[config.mk]
export PLATFORM = sky130hd
export DESIGN_NAME = input_debouncer_flat
export DESIGN_NICKNAME = d
export VERILOG_FILES = /design/src/rtl/input_debouncer_if.sv /design/src/rtl/input_debouncer.sv /design/src/flat_wrapper.sv
export SDC_FILE = /design/constraint.sdc
export NUM_CORES = 1
export LEC_CHECK = 0
export ABC_AREA = 1
export CAP_MARGIN = 15
export CORE_MARGIN = 4
export CORE_UTILIZATION = 45
export CTS_CLUSTER_DIAMETER = 150
export DETAILED_ROUTE_END_ITERATION = 6
export PLACE_DENSITY = 0.75
export SYNTH_ARGS = -nofsm -noshare
export SYNTH_HDL_FRONTEND = slang
export SYNTH_SLANG_ARGS = --single-unit
[constraint.sdc]
create_clock -name clk -period 1.5 [get_ports clk]
set_input_delay 0.15 -clock clk [delete_from_list [all_inputs] [get_ports clk]]
set_output_delay 0.15 -clock clk [all_outputs]
set_load 0.05 [all_outputs]
[src/rtl/input_debouncer_if.sv]
// rtl/input_debouncer_if.sv - button input and debounced level/strobe bundle
interface input_debouncer_if;
    logic btn_in;
    logic x1;
    logic rise_pulse;
    logic fall_pulse;
    logic busy;

    modport master (
        output btn_in,
        input  x1,
        input  rise_pulse,
        input  fall_pulse,
        input  busy
    );

    modport slave (
        input  btn_in,
        output x1,
        output rise_pulse,
        output fall_pulse,
        output busy
    );
endinterface

[src/rtl/input_debouncer.sv]
// rtl/input_debouncer.sv - synchronizing four-state debouncer with edge strobes
module input_debouncer #(
    parameter int DEB_CYCLES = 16,
    parameter int CNT_W      = 5
) (
    input  logic             clk,
    input  logic             reset,
    input_debouncer_if.slave bus
);
    typedef enum logic [1:0] {
        LOW      = 2'b00,
        RISE_CHK = 2'b01,
        HIGH     = 2'b10,
        FALL_CHK = 2'b11
    } state_t;

    localparam logic [CNT_W-1:0] CNT_MAX = CNT_W'(DEB_CYCLES - 1);
    localparam logic [CNT_W-1:0] CNT_ONE = CNT_W'(1);

    state_t           r_state;
    logic [CNT_W-1:0] r_cnt;
    logic             r_sync1;
    logic             r_sync2;
    logic             r_x1;
    logic             r_rise;
    logic             r_fall;
    logic             w_s;

    // btn_in is asynchronous; only the second flop is trusted downstream
    always_ff @(posedge clk or posedge reset) begin
        if (reset) begin
            r_sync1 <= 1'b0;
            r_sync2 <= 1'b0;
        end else begin
            r_sync1 <= bus.btn_in;
            r_sync2 <= r_sync1;
        end
    end

    assign w_s = r_sync2;

    always_ff @(posedge clk or posedge reset) begin
        if (reset) begin
            r_state <= LOW;
            r_cnt   <= '0;
            r_x1    <= 1'b0;
            r_rise  <= 1'b0;
            r_fall  <= 1'b0;
        end else begin
            r_rise <= 1'b0;
            r_fall <= 1'b0;
            case (r_state)
                LOW: begin
                    r_x1 <= 1'b0;
                    if (w_s) begin
                        r_state <= RISE_CHK;
                        r_cnt   <= '0;
                    end
                end
                RISE_CHK: begin
                    if (!w_s) begin
                        r_state <= LOW;
                        r_cnt   <= '0;
                    end else if (r_cnt == CNT_MAX) begin
                        r_state <= HIGH;
                        r_cnt   <= '0;
                        r_x1    <= 1'b1;
                        r_rise  <= 1'b1;
                    end else begin
                        r_cnt <= r_cnt + CNT_ONE;
                    end
                end
                HIGH: begin
                    r_x1 <= 1'b1;
                    if (!w_s) begin
                        r_state <= FALL_CHK;
                        r_cnt   <= '0;
                    end
                end
                FALL_CHK: begin
                    if (w_s) begin
                        r_state <= HIGH;
                        r_cnt   <= '0;
                    end else if (r_cnt == CNT_MAX) begin
                        r_state <= LOW;
                        r_cnt   <= '0;
                        r_x1    <= 1'b0;
                        r_fall  <= 1'b1;
                    end else begin
                        r_cnt <= r_cnt + CNT_ONE;
                    end
                end
                default: begin
                    r_state <= LOW;
                    r_cnt   <= '0;
                    r_x1    <= 1'b0;
                end
            endcase
        end
    end

    assign bus.x1         = r_x1;
    assign bus.rise_pulse = r_rise;
    assign bus.fall_pulse = r_fall;
    assign bus.busy       = (r_state == RISE_CHK) || (r_state == FALL_CHK);
endmodule

[src/flat_wrapper.sv]
// flat-port wrapper written by rule: the top's interface ports become plain ports
module input_debouncer_flat 
#(
    parameter int DEB_CYCLES = 16,
    parameter int CNT_W      = 5
)
  (clk, reset, bus_btn_in, bus_x1, bus_rise_pulse, bus_fall_pulse, bus_busy);
  input_debouncer_if bus_i ();
  input  logic clk;
  input  logic reset;
  input wire logic [$bits(bus_i.btn_in)-1:0] bus_btn_in;
  output wire logic [$bits(bus_i.x1)-1:0] bus_x1;
  output wire logic [$bits(bus_i.rise_pulse)-1:0] bus_rise_pulse;
  output wire logic [$bits(bus_i.fall_pulse)-1:0] bus_fall_pulse;
  output wire logic [$bits(bus_i.busy)-1:0] bus_busy;
  assign bus_i.btn_in = bus_btn_in;
  assign bus_x1 = bus_i.x1;
  assign bus_rise_pulse = bus_i.rise_pulse;
  assign bus_fall_pulse = bus_i.fall_pulse;
  assign bus_busy = bus_i.busy;
  input_debouncer #(.DEB_CYCLES(DEB_CYCLES), .CNT_W(CNT_W)) u_core (.clk(clk), .reset(reset), .bus(bus_i));
endmodule
==> results of run 1 <==
-- cell type report --
class | count | area (um^2) | share of cell area (%)
tap | 15 | 18.8 | 2.57
multi-input combinational | 47 | 274 | 37.5
sequential | 12 | 302 | 41.3
clock buffer | 3 | 22.5 | 3.08
inverter | 13 | 51.3 | 7.02
timing repair buffer | 6 | 62.6 | 8.56
-- routing by layer --
layer | GRT usage [%] | wire length, um
met1 | 13.6 | 455
met2 | 17.5 | 415
met3 | 5.98 | 64
met4 | 7.02 | 21
met5 | 0 | 0
-- registers in the layout, summed over array words and instances, names as in the netlist, named ones only --
name / flops
u_core.r_cnt: 5
u_core.bus.fall_pulse: 1
u_core.bus.rise_pulse: 1
u_core.bus.x1: 1
u_core.r_state: 1
u_core.r_sync1: 1
u_core.r_sync2: 1
-- cells in the final DEF (no fill, tap or decap) --
cell type / synthesis / final
nand3_1: 5 / 5
nand4_1: 1 / 1
ha_1: 5 / 4
ha_2: 0 / 1
dfrtp_1: 12 / 11
clkdlybuf4s50_1: 0 / 2
a21oi_1: 2 / 2
o21ai_2: 3 / 3
nand3_2: 1 / 1
buf_12: 0 / 1
o21ai_0: 1 / 1
o21ai_1: 4 / 4
nand2_1: 18 / 18
inv_1: 12 / 10
dfrtp_2: 0 / 1
xor2_1: 1 / 1
nand2_2: 2 / 2
nor2_2: 1 / 1
inv_4: 1 / 1
clkbuf_4: 0 / 3
nor2_1: 3 / 3
buf_4: 0 / 3
inv_2: 0 / 2
-- cell families after synthesis --
family,after synthesis
buffers and inverters,13
AO/OA/AOI/OAI,10
AND/OR/NAND/NOR,31
XOR/XNOR,1
adder cells (fa/ha/maj),5
flip-flops,12
-- worst register-to-register path: stages (launching register included) --
cell,delay [ns]
dfrtp_2,0.44
inv_1,0.09
ha_1,0.15
inv_1,0.05
o21ai_2,0.23
inv_4,0.08
nand2_2,0.09
nand2_1,0.06
o21ai_2,0.05
-- where the power goes --
part	leakage, nW	internal [mW]	switching (mW)	total, mW
Sequential	0.155	0.392	0.0623	0.454
Combinational	0.199	0.280	0.439	0.719
Clock	0.0138	0.0926	0.0884	0.181
-- worst min-delay path by stage --
| stage | endpoint | slack, ns |
|---|---|---|
| after floorplan | async pin | 0.01 |
| after global placement | u_core.r_sync2 | 0.34 |
| after detailed placement | u_core.r_sync2 | 0.34 |
| after CTS | u_core.r_cnt[3] | 0.18 |
| after global routing | u_core.r_cnt[0] | 0.21 |
| final | u_core.r_cnt[3] | 0.18 |
==> results.cfg, run 1 <==
[timing]
max_freq_mhz = 707
period_needed_ns = 1.41
holdWs_ns = 0.175
finClkSkew_ns = 0.00241
max_slew_margin_pct = 71.9
worst_pin_slew_ns = 0.421
slew_viol_final = 0
fin_setup_tns_ns = 0
setup_viol = 0
finalWorstSetupSlack_ns = 0.0856
hold_violations = 0
finalCritPeriodShare_pct = 94.3

[setup_path]
cp-endpoint = bus_busy
critical_path.top_delay_family = flip-flops
criticalPathCategory = flop to primary output
cpPeakStageDelay_ns = 0.41
critPathCaptureType = primary output
cp-start-kind = flop
crit_arrival_ns = 1.26
reg2reg_depth = 8
crit_cells = 5
cp_data_required_time_ns = 1.35
cp_max_fo = 4
reg2reg_to = u_core.r_state[0]
path_cells = inv_1 -> ha_2 -> inv_2 -> nand2_1 -> buf_12
crit_slowest_cell = dfrtp_1
regToRegSetupSlack_ns = 0.17
r2r-start = u_core.r_state[0]
cp_num_buf_inv = 3

[finish]
num-fill-cells = 118
post-route-util_pct = 56.2
area_delta_synth_final_pct = 17.3
drive_above_1_share_pct = 23.5
nNetsFinal = 91
fin_area_um2 = 731
final_cells = 96
num_antenna_cells = 0

[logic_synthesis]
synth_xor_area_share_pct = 1.41
ys_ff_latch = 12
synth_area_leader_cell = dfrtp_1
ys_seq_area_share_pct = 48.2
syn_avg_cell_area_um2 = 8.65
yosys.area_share.simple_pct = 22.3
synth_cells = 72
synthMuxAreaShare_pct = 0
yosysTopAreaCellShare_pct = 48.2
synthAdderAreaFrac_pct = 10.0
synth_edf_count = 0
ys.flop_type = dfrtp_1
synth_compound_area_share_pct = 9.84
yosysUniqueCellTypes = 16
yosys-top-cells-count = nand2_1, dfrtp_1, inv_1
synth-async-reset-ratio_pct = 100
synthesis.area_um2 = 623
synth_most_common_cell = nand2_1
synthTopCellsByArea = dfrtp_1, nand2_1, ha_1
syn_nets = 80
synth_top_family_by_area = simple AND/OR/NAND/NOR gates
ys_warn_count = 0

[power]
finalPower_mw = 1.35
vdd_ir_drop_max_mv = 0.963
power_density_nw_per_um2 = 1850
leakagePower_nw = 0.368

[clocking]
clk_latency_ns = 0.26
cts_buffer_depth = 2
hold_buffers = 0
root_buffer = clkbuf_4
cts.sinks = 12
cts_buffers = 3
cts_htree_levels = 1
cts.reportedPaths.clkPinSlew_ns = 0.06
cts_resized = 0
cts_tree = built
cts.repair_timing.setup_buffer_count = 0

[drt]
drtIter0Drc = 4
viasPerCell = 4.83
post-route-drc-count = 0
vias = 464
postRouteAntennaNets = 0
drt_wl_total_um = 956
firstDrtPassIters = 2
wl_per_cell_um = 9.96

[place]
dp_hpwl_um = 794
dp.cells = 93
pre_cts_slack_ns = 0.169
io_buffers = 6
gp_congestion = 0.859
placed_area_um2 = 704

[global_routing]
groute.usage.overall_pct = 11.9
grt-ovfl-total = 0
grt_pass1_vias = 422
grt_max_degree = 13
antenna_found_initial = 0
grt_pass1_wl_um = 1670

[status]
status = completed

[floorplanning]
fp.dieH_um = 45.2
start_util_pct = 47.9
die_x_um = 45.2
dieArea_um2 = 2040
io_pins = 7
core_um2 = 1300
fp-row-count = 13

[run]
drv_cap = 0

[min_path]
min_path_type = input port to async pin
No activity file was read; power rests on OpenSTA's default activity.
==> run 2: changes to the inputs <==
Settings changed: MAX_ROUTING_LAYER from default to met4.
==> results of run 2 <==
The final DEF is identical to that of run 1; final timing and power are the same.
Main changes from that run: final weighted congestion in routability-driven placement 0.859 -> 0.873; overall routing resource usage 11.9% -> 12.2%
